[config.mk]
export PLATFORM = sky130hd
export DESIGN_NAME = seg_scan_driver
export DESIGN_NICKNAME = d
export VERILOG_FILES = /design/src/rtl/seg_scan_driver.sv
export SDC_FILE = /design/constraint.sdc
export NUM_CORES = 1
export LEC_CHECK = 0
export ABC_AREA = 1
export BUFFER_PORTS_ARGS = -buffer_cell sky130_fd_sc_hd__buf_4
export CELL_PAD_IN_SITES_DETAIL_PLACEMENT = 2
export CELL_PAD_IN_SITES_GLOBAL_PLACEMENT = 2
export CORE_UTILIZATION = 34
export CTS_CLUSTER_SIZE = 25
export DETAILED_ROUTE_END_ITERATION = 10
export GPL_ROUTABILITY_DRIVEN = 0
export HOLD_SLACK_MARGIN = 0.08
export PLACE_DENSITY = 0.8
export REMOVE_ABC_BUFFERS = 1
export SLEW_MARGIN = 20
export SYNTH_ARGS = -nofsm -noshare
export SYNTH_HDL_FRONTEND = slang
export SYNTH_SLANG_ARGS = --single-unit
[constraint.sdc]
create_clock -name clk -period 2.7 [get_ports clk]
set_input_delay 0.54 -clock clk [delete_from_list [all_inputs] [get_ports clk]]
set_output_delay 0.54 -clock clk [all_outputs]
set_load 0.01 [all_outputs]
[src/rtl/seg_scan_driver.sv]
// seg_scan_driver: time-multiplexed N-digit 7-segment driver with DP, blink, ghost blanking and frame snapshots.
// Optional LEAD_ZERO_BLANK_EN: suppress segments of digits above the most significant nonzero code.
module seg_scan_driver #(
   parameter int DIGITS       = 4,
   parameter int SCAN_DIV     = 50000,
   parameter int BLANK_CYC    = 500,
   parameter int BLINK_FRAMES = 100
) (
   input  logic                  clk,
   input  logic                  rst_n,
   input  logic                  en,
   input  logic [4*DIGITS-1:0]   code_in,
   input  logic [DIGITS-1:0]     dot_in,
   input  logic [DIGITS-1:0]     blink_in,
   output logic [0:7]            seg_out,
   output logic [DIGITS-1:0]     an_n,
   output logic                  frame_tick
);
   localparam int CW = $clog2(SCAN_DIV);
   localparam int IW = DIGITS > 1 ? $clog2(DIGITS) : 1;
   localparam int FW = BLINK_FRAMES > 1 ? $clog2(BLINK_FRAMES) : 1;
   localparam logic [CW-1:0] C_LAST  = CW'(SCAN_DIV - 1);
   localparam logic [CW-1:0] C_BLANK = CW'(BLANK_CYC);
   localparam logic [IW-1:0] I_LAST  = IW'(DIGITS - 1);
   localparam logic [FW-1:0] F_LAST  = FW'(BLINK_FRAMES - 1);

   logic [CW-1:0]       cnt;
   logic [IW-1:0]       idx;
   logic [FW-1:0]       fcnt;
   logic                hidden, first;
   logic [4*DIGITS-1:0] snap_code;
   logic [DIGITS-1:0]   snap_dot, snap_blink, show;
   logic [3:0]          cur_code;
   logic                cur_dot, cur_blink, cur_show, slot_end, wrap, blank;
   logic [6:0]          seg7;

   always_comb begin
      cur_code  = '0;
      cur_dot   = 1'b0;
      cur_blink = 1'b0;
      cur_show  = 1'b0;
      for (int i = 0; i < DIGITS; i++)
         if (idx == IW'(i)) begin
            cur_code  = snap_code[4*i +: 4];
            cur_dot   = snap_dot[i];
            cur_blink = snap_blink[i];
            cur_show  = show[i];
         end
   end

`ifdef LEAD_ZERO_BLANK_EN
   logic keep;
   // Scan from the top digit down; once a nonzero code is seen every lower digit is shown.
   always_comb begin
      keep = 1'b0;
      show = '0;
      for (int i = DIGITS - 1; i >= 0; i--) begin
         keep    = keep | (|snap_code[4*i +: 4]) | (i == 0);
         show[i] = keep;
      end
   end
`else
   assign show = '1;
`endif

   always_comb
      case (cur_code)
         4'd0:    seg7 = 7'b0000001;
         4'd1:    seg7 = 7'b1001111;
         4'd2:    seg7 = 7'b0010010;
         4'd3:    seg7 = 7'b0000110;
         4'd4:    seg7 = 7'b1001100;
         4'd5:    seg7 = 7'b0100100;
         4'd6:    seg7 = 7'b0100000;
         4'd7:    seg7 = 7'b0001111;
         4'd8:    seg7 = 7'b0000000;
         4'd9:    seg7 = 7'b0000100;
         4'd10:   seg7 = 7'b0001000;
         4'd11:   seg7 = 7'b1100000;
         4'd14:   seg7 = 7'b0110000;
         4'd15:   seg7 = 7'b1110001;
         default: seg7 = 7'b0011000;
      endcase

   assign slot_end = cnt == C_LAST;
   assign wrap     = en && slot_end && idx == I_LAST;
   assign blank    = !en || cnt < C_BLANK || (hidden && cur_blink);

   always_ff @(posedge clk or negedge rst_n)
      if (!rst_n) begin
         cnt        <= '0;
         idx        <= '0;
         fcnt       <= '0;
         hidden     <= 1'b0;
         first      <= 1'b1;
         snap_code  <= '0;
         snap_dot   <= '0;
         snap_blink <= '0;
         seg_out    <= '1;
         an_n       <= '1;
         frame_tick <= 1'b0;
      end else begin
         first <= 1'b0;
         if (en) begin
            cnt <= slot_end ? '0 : cnt + 1'b1;
            if (slot_end) idx <= idx == I_LAST ? '0 : idx + 1'b1;
         end
         if (wrap) begin
            fcnt <= fcnt == F_LAST ? '0 : fcnt + 1'b1;
            if (fcnt == F_LAST) hidden <= !hidden;
         end
         if (first || wrap) begin
            snap_code  <= code_in;
            snap_dot   <= dot_in;
            snap_blink <= blink_in;
         end
         frame_tick <= wrap;
         an_n       <= blank ? '1 : ~(DIGITS'(1) << idx);
         seg_out    <= blank ? '1 : {cur_show ? seg7 : 7'h7F, ~cur_dot};
      end
endmodule

==> out/metrics.csv, run 1 <==
stage;metric;value;unit
status;status;finished, final reports clean;
die;die area;10600;µm²
synth;async set or reset register ratio after synthesis;1.00;
global_routing;Total GRT Usage;0.209;
global_routing;antenna violations before repair;0;
synth;Synth top area share;0.368;
critical_path;arrival time at the worst endpoint;2710;ps
synth;cell area after synthesis;3470;µm²
clocking;Worst-Skew Late Latency;340;ps
synth;Synth Warn #;0;
drt;drt pass-1 iters;4;
synth;post-synthesis xor/xnor area fraction;0.0101;
clocking;clk root buf;clkbuf_8;
timing;max-slew violations;0;
global_routing;number of global-route vias before repair;3398;
clocking;cells resized by post-CTS repair;0;
drt;Routed WL;9.98;mm
die;num rows;36;
timing;Peak Freq;412;MHz
synth;largest cells by area after synthesis;dfrtp_1 (37%), nand2_1 (16%), dfstp_2 (9.8%), nand3_1 (8.1%), inv_1 (4.7%);
global_routing;largest net degree at the start of global routing;65;
synth;sequential share of the synthesized area;0.466;
synth;Post-Synthesis Cells;445;
timing;Final Critical Period;2430;ps
synth;most common cell in the synthesized netlist;nand2_1;
pwr;Leakage;2.09;nW
cells_and_area;area delta synth->final;16.7;%
cells_and_area;FILL cells;1187;
synth;post-synthesis compound-gate area fraction;0.0512;
clocking;Post-CTS Setup Bufs;0;
timing;hold_ws;304;ps
die;Core Area;9820;µm²
critical_path;Critical Path End Type;register;
pwr;total power draw;2.45;mW
die;Die Ht;103;µm
synth;mux cell area share after synthesis;0;
die;DIE WIDTH;103;µm
timing;crit share post-route;0.898;
timing;Relative slew margins;0.433;
critical_path;family with the most delay on the worst path;adder cells;
synth;Yosys reg bits;64;
placement;Final HPWL DP;7.13;mm
global_routing;first-pass GRT wire length;16.9;mm
timing;RSZ-0062 raised after global routing;false;
die;I/O pins;40;
timing;Worst Tran Pin Value;850;ps
synth;Avg Synthesized Cell Area;7.80;µm²
clocking;CTS tree;done;
pwr;pwr/cell area;604;nW/µm²
synth;Post-synth top flop;dfrtp_1;
critical_path;most frequent CP cell;inv_1;
drt;wire per inst;16.0;µm
cells_and_area;layout cells sized above 1;0.189;
pwr;Max IR drop VDD;0.199;mV
clocking;Clock Tree Buf Depth;2;
critical_path;Crit-path slowest cell;dfrtp_1;
clocking;Num CTS Buffers;9;
critical_path;worst setup path class;reg -> reg;
synth;EDFF count, synth;0;
drt;vias after detailed routing;3102;
timing;final setup fails;0;
drt;DRC;0;
timing;final setup TNS;0;ps
drt;Routed Antenna Nets;0;
die;Initial Utilization;0.353;
timing;clk_skew;10.7;ps
synth;top cells by count, synth;nand2_1 (146), nand3_1 (56), dfrtp_1 (51), inv_1 (43), nor2_1 (32);
critical_path;Req. time, crit path;2980;ps
critical_path;max incr delay on CP;410;ps
synth;Synth Area in Simple Gates;0.355;
critical_path;Max FO, Critical Path;8;
clocking;Clk pin slew, worst setup/hold paths;80;ps
critical_path;crit path buf inv count;4;
synth;main combinational cell family by area after synthesis;simple AND/OR/NAND/NOR gates;
synth;cell accounting for the most synthesized area;dfrtp_1;
min_path;Hold/Removal Path Class;in -> async;
clocking;CTS Hold Bufs;0;
critical_path;CP Launch Type;register;
critical_path;CP Cell Sequence;inv_1 > ha_1 > inv_1 > nor2_1 > nor2_1 > a21oi_1 > inv_1 > ha_1 > inv_1 > nand2_1 > nand2_1 > nand3_1 > nand2_1;
cells_and_area;fin area;4050;µm²
placement;Port Buffer Count;39;
clocking;CTS Sinks;64;
drt;Via density;4.97;
global_routing;Remaining Overflow, GRT;0;
synth;Synth cell types;31;
drt;number of DRC markers in iteration 0;88;
cells_and_area;final net count;525;
run;max-cap check violation count;0;
synth;fraction of the mapped netlist area in adder cells;0.0433;
placement;Placed Area;3870;µm²
clocking;H-Tree Level Count;3;
timing;Final Hold Vio Count;0;
cells_and_area;diode count;0;
==> cell type report <==
type | instances | area (µm²) | share of cell area
Timing Repair Buffer | 42 | 315 | 0.0779
Inverter | 46 | 175 | 0.0433
Multi-Input combinational cell | 323 | 1600 | 0.395
Sequential cell | 64 | 1620 | 0.400
Tap cell | 133 | 166 | 0.0411
Clock buffer | 13 | 159 | 0.0392
Clock inverter | 3 | 16.3 | 0.00402
==> per-layer routing <==
metal,global-route usage,up-vias,part of all wire
met4,0.0639,0,0.011
met1,0.259,1565,0.45
met2,0.376,38,0.51
li1,-,1487,-
met3,0.0285,12,0.022
met5,0,-,0
==> flip-flops by register name, summed over array words and instances (netlist names) <==
| register | cells |
|---|---|
| an_n | 4 |
| cnt | 16 |
| fcnt | 7 |
| first | 1 |
| frame_tick | 1 |
| hidden | 1 |
| idx | 2 |
| seg_out | 8 |
| snap_blink | 4 |
| snap_code | 16 |
| snap_dot | 4 |
==> placed cells by master, fill, tap and decap left out, types with 3 or more instances in the layout <==
| cell | instances |
|---|---|
| a21oi_1 | 18 |
| buf_4 | 42 |
| clkbuf_8 | 11 |
| dfrtp_1 | 51 |
| dfstp_2 | 13 |
| ha_1 | 12 |
| inv_1 | 43 |
| nand2_1 | 146 |
| nand2_2 | 11 |
| nand3_1 | 56 |
| nand3b_1 | 3 |
| nand4_1 | 5 |
| nor2_1 | 32 |
| nor3_1 | 8 |
| o211ai_1 | 3 |
| o21ai_0 | 13 |
| xor2_1 | 4 |
==> stage by stage <==
stage	util	setup slack (ps)	instances
after floorplan	-	636	433
after global placement	0.394	548	608
after detailed placement	0.394	353	608
after CTS	0.412	261	624
after global routing	0.412	69.5	624
final	0.412	275	624
==> cells by family (layout without fill, tap and decap cells) <==
logic type	count (synthesis)	in the layout
fa+ha+maj	12	12
buf+inv	58	104
simple gates	272	272
compound gates	34	34
other cells	1	1
xor+xnor	4	4
flops	64	64
==> final timing paths <==
kind / endpoint / cells past startpoint / slack [ps] / startpoint
max: seg_out[1] / 13 / 270 / idx[0]
max in group asynchronous: snap_code[0] / 1 / 1840 / rst_n
max reg2reg: seg_out[1] / 13 / 270 / idx[0]
min reg2reg: seg_out[7] / 1 / 500 / snap_dot[3]
min in group clk: snap_code[6] / 3 / 380 / code_in[6]
min: cnt[0] / 1 / 300 / rst_n
==> where the power goes <==
part / switching, mW / internal (mW)
registers: 0.101 / 1.08
logic: 0.314 / 0.169
clock network: 0.399 / 0.383
total: 0.814 / 1.63
(Power assumes the default switching activity.)
==> run 2: changes to the inputs <==
--- a/config.mk
+++ b/config.mk
@@ -9,10 +9,11 @@
 export BUFFER_PORTS_ARGS = -buffer_cell sky130_fd_sc_hd__buf_4
 export CELL_PAD_IN_SITES_DETAIL_PLACEMENT = 2
 export CELL_PAD_IN_SITES_GLOBAL_PLACEMENT = 2
+export CORE_MARGIN = 4
 export CORE_UTILIZATION = 34
 export CTS_CLUSTER_SIZE = 25
 export DETAILED_ROUTE_END_ITERATION = 10
-export GPL_ROUTABILITY_DRIVEN = 0
+export GPL_ROUTABILITY_DRIVEN = 1
 export HOLD_SLACK_MARGIN = 0.08
 export PLACE_DENSITY = 0.8
 export REMOVE_ABC_BUFFERS = 1
==> run 2 against run 1 <==
Clock-buffer cell count shrank 1. Worst hold slack got worse by 4.9 ps. Sequential power is essentially flat. Setup slack better by 67 ps. Critical path depth stayed put. Total power up 5.6%. Core utilization grew 0.27 points. Combinational power rose by 1%. Maximum frequency is 2.9% higher. Via count down 1.8%. Highest routed layer unchanged.
==> out/metrics.csv, run 2 (synthesis gave the netlist of run 1 again) <==
stage;metric;value;unit;change
cells_and_area;final non-filler cell total;624;;unchanged
cells_and_area;diode count;0;;unchanged
placement;Port Buffer Count;39;;unchanged
cells_and_area;commonest non-fill, non-tap cell in the layout;nand2_1;;unchanged
die;Die Ht;109;µm;was 103 µm
global_routing;Remaining Overflow, GRT;0;;unchanged
timing;Relative slew margins;0.441;;was 0.433
cells_and_area;fin area;4090;µm²;was 4050 µm²
critical_path;Max FO, Critical Path;7;;was 8
timing;clk_skew;12.9;ps;was 10.7 ps
clocking;Num CTS Buffers;9;;unchanged
timing;max-slew violations;0;;unchanged
critical_path;CP Cell Sequence;inv_1 > ha_1 > inv_1 > nand3_1 > nand2_1 > a21oi_2 > inv_1 > ha_1 > inv_1 > nand2_1 > nand2_1 > nand3_1 > nand2_1;;was inv_1 > ha_1 > inv_1 > nor2_1 > nor2_1 > a21oi_1 > inv_1 > ha_1 > inv_1 > nand2_1 > nand2_1 > nand3_1 > nand2_1
drt;DRC;0;;unchanged
placement;gpl congestion;0.788;;
pwr;Leakage;2.10;nW;was 2.09 nW
critical_path;worst setup path class;reg -> reg;;unchanged
pwr;pwr/cell area;631;nW/µm²;was 604 nW/µm²
drt;Routed WL;10.0;mm;was 9.98 mm
global_routing;antenna violations before repair;0;;unchanged
die;num rows;36;;unchanged
critical_path;Crit-path slowest cell;dfrtp_1;;unchanged
placement;Placed Area;3870;µm²;unchanged
drt;Via density;4.88;;was 4.97
min_path;Hold/Removal Path Class;in -> async;;unchanged
global_routing;Total GRT Usage;0.181;;was 0.209
drt;Routed Antenna Nets;0;;unchanged
timing;Final Hold Vio Count;0;;unchanged
clocking;CTS tree;done;;unchanged
drt;number of DRC markers in iteration 0;96;;was 88
cells_and_area;final net count;525;;unchanged
timing;Peak Freq;424;MHz;was 412 MHz
cells_and_area;layout cells sized above 1;0.196;;was 0.189
drt;drt pass-1 iters;4;;unchanged
critical_path;CP Launch Type;register;;unchanged
timing;Final Critical Period;2360;ps;was 2430 ps
critical_path;R2R Path End;seg_out[1];;unchanged
drt;vias after detailed routing;3045;;was 3102
timing;crit share post-route;0.873;;was 0.898
global_routing;first-pass GRT wire length;16.7;mm;was 16.9 mm
placement;dpl cells;608;;unchanged
global_routing;largest net degree at the start of global routing;65;;unchanged
timing;Worst Tran Pin Value;838;ps;was 850 ps
cells_and_area;multi-input logic area;1600;µm²;about the same
critical_path;Crit. Startpoint;idx[1];;was idx[0]
critical_path;Critical Path End Type;register;;unchanged
critical_path;worst reg2reg setup slack;340;ps;was 270 ps
cells_and_area;Largest regs;cnt (16), snap_code (16), seg_out (8);;unchanged
clocking;clk root buf;clkbuf_8;;unchanged
clocking;H-Tree Level Count;3;;unchanged
timing;RSZ-0062 raised after global routing;false;;unchanged
run;max-cap check violation count;0;;unchanged
clocking;Post-CTS Setup Bufs;0;;unchanged
die;die area;11900;µm²;was 10600 µm²
cells_and_area;Sequential Area;1620;µm²;unchanged
clocking;CTS Sinks;64;;unchanged
die;I/O pins;40;;unchanged
cells_and_area;most frequent cells in the layout;nand2_1 (146), nand3_1 (56), dfrtp_1 (51);;unchanged
die;Initial Utilization;0.352;;was 0.353
placement;Final HPWL DP;7.21;mm;was 7.13 mm
timing;final setup TNS;0;ps;unchanged
die;DIE WIDTH;109;µm;was 103 µm
cells_and_area;FILL cells;1117;;was 1187
clocking;Clock Tree Buf Depth;2;;unchanged
clocking;Clk pin slew, worst setup/hold paths;80;ps;about the same
drt;wire per inst;16.1;µm;was 16.0 µm
critical_path;max incr delay on CP;400;ps;was 410 ps
cells_and_area;area delta synth->final;18.0;%;was 16.7%
timing;final setup fails;0;;unchanged
clocking;Worst-Skew Late Latency;350;ps;was 340 ps
global_routing;number of global-route vias before repair;3410;;was 3398
status;status;finished, final reports clean;;unchanged
die;Core Area;9860;µm²;was 9820 µm²
critical_path;worst reg-to-reg path cell count;13;;unchanged
critical_path;Req. time, crit path;3000;ps;was 2980 ps
critical_path;arrival time at the worst endpoint;2660;ps;was 2710 ps
critical_path;r2r startpoint;idx[1];;was idx[0]
pwr;Max IR drop VDD;0.228;mV;was 0.199 mV
critical_path;CP endpoint;seg_out[1];;unchanged
[run 2: cell types whose count changed in the layout (fill, tap and decap cells not counted), sizes merged]
cell,before,now
inv,47,46
bufinv,0,1
clkbuf,13,12
clkinvlp,0,1
[run 2: layer usage]
| metal | vias to the layer above | share of wire | track usage | routed length, µm |
|---|---|---|---|---|
| met5 | - | 0 | 0 | 0 |
| met3 | 11 | 0.024 | 0.0337 | 244 |
| met2 | 39 | 0.52 | 0.317 | 5210 |
| li1 | 1487 | - | - | - |
| met1 | 1508 | 0.44 | 0.227 | 4450 |
| met4 | 0 | 0.014 | 0.0505 | 142 |
[run 2: where the power goes]
| group | internal (mW) | switching, mW |
|---|---|---|
| sequential | 1.08 | 0.105 |
| combinational | 0.168 | 0.320 |
| clock | 0.503 | 0.408 |
| total | 1.75 | 0.833 |
[run 2: worst min path at each step]
stage | start | to | slack, ps | cells after the start
6_report | rst_n | cnt[0] | 300 | 1
5_1_grt | rst_n | cnt[8] | 350 | 1
4_1_cts | rst_n | cnt[8] | 310 | 1
3_5_place_dp | snap_dot[3] | seg_out[7] | 480 | 1
3_3_place_gp | hidden | hidden | 470 | 2
2_1_floorplan | rst_n | cnt[0] | 240 | 0
[run 2: cell type report]
class / instances / area share
clock inverter: 4 / 0.0125
sequential: 64 / 0.395
inverter: 46 / 0.0428
timing repair buffer: 42 / 0.0770
multi-input combinational: 323 / 0.392
tap: 133 / 0.0406
clock buffer: 12 / 0.0403
[run 2: critical path, delay by kind of cell (launching register included)]
kind	cells	cell delay (ps)
buffers and inverters	4	520
flip-flops	1	400
adder cells (fa/ha/maj)	2	620
AND/OR/NAND/NOR	6	510
AO/OA/AOI/OAI	1	280
[run 2: what timing repair did]
| action | 4_1_cts | 5_1_grt |
|---|---|---|
| hold buffers | 0 | 0 |
| resized for setup | 0 | 1 |
| setup endpoints to repair | 0 | 2 |
[run 2: metrics by stage]
stage	setup WS [ps]	utilization	power (mW)	hold WS, ps
after CTS	173	0.415	2.62	314
after global placement	453	0.393	1.65	468
after detailed placement	294	0.393	1.69	478
after floorplan	636	-	1.48	244
after global routing	104	0.415	2.75	354
final	342	0.415	2.58	299
==> run 3: changes to the inputs <==
--- a/config.mk
+++ b/config.mk
@@ -13,7 +13,7 @@
 export CORE_UTILIZATION = 34
 export CTS_CLUSTER_SIZE = 25
 export DETAILED_ROUTE_END_ITERATION = 10
-export GPL_ROUTABILITY_DRIVEN = 1
+export GPL_ROUTABILITY_DRIVEN = 0
 export HOLD_SLACK_MARGIN = 0.08
 export PLACE_DENSITY = 0.8
 export REMOVE_ABC_BUFFERS = 1
==> constraint.sdc (replaced) <==
create_clock -name clk -period 2.7 [get_ports clk]
set_input_delay 0.135 -clock clk [delete_from_list [all_inputs] [get_ports clk]]
set_output_delay 0.135 -clock clk [all_outputs]
set_load 0.01 [all_outputs]
==> run 3 against run 2 <==
Critical path depth is the same. Non-clock buffer count up 25. Core utilization up 2.5 points. Sequential power about the same. Critical path type unchanged.
==> out/metrics.csv, run 3 (synthesis gave the netlist of run 1 again) <==
stage;metric;value;unit;change
timing;final setup fails;0;;unchanged
critical_path;Critical Path End Type;register;;unchanged
global_routing;antenna violations before repair;0;;unchanged
clocking;clk root buf;clkbuf_8;;unchanged
drt;wire per inst;16.6;µm;was 16.1 µm
clocking;Clock Tree Buf Depth;2;;unchanged
clocking;CTS Sinks;64;;unchanged
placement;pre-CTS setup slack;294;ps;unchanged
die;Initial Utilization;0.352;;unchanged
critical_path;R2R Path End;seg_out[1];;unchanged
global_routing;Total GRT Usage;0.196;;was 0.181
global_routing;met3 usage;0.0361;;was 0.0337
drt;DRC;0;;unchanged
critical_path;Max FO, Critical Path;7;;unchanged
die;die area;11900;µm²;unchanged
cells_and_area;most frequent cells in the layout;nand2_1 (146), nand3_1 (56), dfrtp_1 (51);;unchanged
global_routing;largest net degree at the start of global routing;65;;unchanged
global_routing;Remaining Overflow, GRT;0;;unchanged
timing;Final Hold Vio Count;0;;unchanged
pwr;P_int;1.77;mW;was 1.75 mW
drt;Routed WL;10.8;mm;was 10.0 mm
drt;number of DRC markers in iteration 0;81;;was 96
critical_path;arrival time at the worst endpoint;2650;ps;was 2660 ps
die;Die Ht;109;µm;unchanged
min_path;Hold Path Depth;3;;
timing;Relative slew margins;0.441;;about the same
clocking;Num CTS Buffers;9;;unchanged
pwr;switch share;0.322;;was 0.323
critical_path;CP Cell Sequence;inv_1 > ha_1 > inv_1 > nand3_1 > nand2_1 > a21oi_2 > inv_1 > ha_1 > inv_1 > nand2_1 > nand2_1 > nand3_1 > nand2_1;;unchanged
cells_and_area;final net count;550;;was 525
timing;Final WS setup;349;ps;was 342 ps
timing;Peak Freq;425;MHz;was 424 MHz
critical_path;r2r startpoint;idx[1];;unchanged
timing;Final Critical Period;2350;ps;was 2360 ps
pwr;Seq pwr share;0.453;;was 0.458
global_routing;GR peak layer;met2;;unchanged
critical_path;worst reg-to-reg path cell count;13;;unchanged
cells_and_area;commonest non-fill, non-tap cell in the layout;nand2_1;;unchanged
drt;vias after detailed routing;3148;;was 3045
global_routing;number of global-route vias before repair;3657;;was 3410
min_path;worst hold start;en;;
clocking;CTS tree;done;;unchanged
drt;Via density;4.85;;was 4.88
cells_and_area;layout cells sized above 1;0.186;;was 0.196
min_path;worst hold endpoint;cnt[1];;
cells_and_area;Largest regs;cnt (16), snap_code (16), seg_out (8);;unchanged
timing;crit share post-route;0.871;;was 0.873
global_routing;first-pass GRT wire length;18.2;mm;was 16.7 mm
pwr;Combinational Power Share;0.200;;was 0.189
critical_path;Crit-path slowest cell;dfrtp_1;;unchanged
pwr;Net Sw Power;0.844;mW;was 0.833 mW
pwr;Clk pwr share;0.348;;was 0.353
pwr;pwr/cell area;602;nW/µm²;was 631 nW/µm²
critical_path;CP Launch Type;register;;unchanged
timing;clk_skew;13.2;ps;was 12.9 ps
cells_and_area;area delta synth->final;25.2;%;was 18.0%
clocking;Post-CTS Setup Bufs;0;;unchanged
die;Core Area;9860;µm²;unchanged
status;status;finished, final reports clean;;unchanged
global_routing;GRT met2 Usage;0.349;;was 0.317
critical_path;Req. time, crit path;3000;ps;about the same
timing;RSZ-0062 raised after global routing;false;;unchanged
timing;final setup TNS;0;ps;unchanged
critical_path;max incr delay on CP;400;ps;about the same
die;num rows;36;;unchanged
timing;hold_ws;108;ps;was 299 ps
pwr;Max IR drop VDD;0.237;mV;was 0.228 mV
placement;Final HPWL DP;7.21;mm;unchanged
clocking;Clk pin slew, worst setup/hold paths;80;ps;about the same
clocking;Worst-Skew Late Latency;350;ps;about the same
die;DIE WIDTH;109;µm;unchanged
timing;Worst Tran Pin Value;839;ps;was 838 ps
min_path;Hold/Removal Path Class;in -> reg;;was in -> async
drt;drt pass-1 iters;4;;unchanged
pwr;Leakage;2.21;nW;was 2.10 nW
clocking;H-Tree Level Count;3;;unchanged
timing;max-slew violations;0;;unchanged
die;I/O pins;40;;unchanged
critical_path;worst reg2reg setup slack;350;ps;was 340 ps
global_routing;met1 usage;0.242;;was 0.227
drt;Routed Antenna Nets;0;;unchanged
cells_and_area;diode count;0;;unchanged
critical_path;worst setup path class;reg -> reg;;unchanged
run;max-cap check violation count;0;;unchanged
placement;Port Buffer Count;39;;unchanged
cells_and_area;post-layout util;0.440;;was 0.415
==> run 3: worst max path at each step <==
stage,cells past startpoint,endpoint,startpoint,slack [ps]
finish,13,seg_out[1],idx[1],350
global route,13,seg_out[1],idx[1],100
CTS,13,seg_out[1],idx[1],170
detailed placement,13,seg_out[1],idx[1],290
global placement,13,seg_out[1],idx[1],450
floorplan,13,seg_out[1],idx[0],640
==> run 3: worst max-delay path: cells and delay by family (launching register included) <==
kind                     cells  cell delay (ps)
adder cells (fa/ha/maj)      2              620
AND/OR/NAND/NOR              6              490
buffers and inverters        4              520
AO/OA/AOI/OAI                1              260
flip-flops                   1              400
==> run 3: repair_timing <==
action,in CTS,in global routing
resized for setup,0,1
endpoints found under the hold margin,75,0
setup endpoints to repair,0,2
hold buffers,25,0
==> run 3: routing by layer <==
layer	vias to the layer above	share of wire
met2	44	0.52
met1	1550	0.44
met4	0	0.016
met5	-	0
met3	16	0.023
li1	1538	-
==> run 3: through the flow <==
step,cell area (µm²),instances,total power [mW]
after detailed placement,3870,608,1.69
final,4340,649,2.62
after floorplan,3390,433,1.48
after global routing,4340,649,2.79
after CTS,4340,649,2.65
after global placement,3870,608,1.65
==> run 3: cell type report <==
class,instances,area [µm²]
clock buffers,12,165
clock inverters,4,51.3
fillers,1081,5520
inverters,46,175
multi-input cells,323,1600
flip-flops and latches,64,1620
well taps,133,166
repair buffers,67,566
==> run 3: power groups by stage <==
stage | Sequential (mW) | Clock, mW | Combinational (mW)
2_1_floorplan | 1.18 | 0 | 0.305
3_3_place_gp | 1.19 | 0 | 0.455
3_5_place_dp | 1.20 | 0 | 0.489
4_1_cts | 1.19 | 0.934 | 0.529
5_1_grt | 1.20 | 0.989 | 0.596
6_report | 1.18 | 0.910 | 0.522
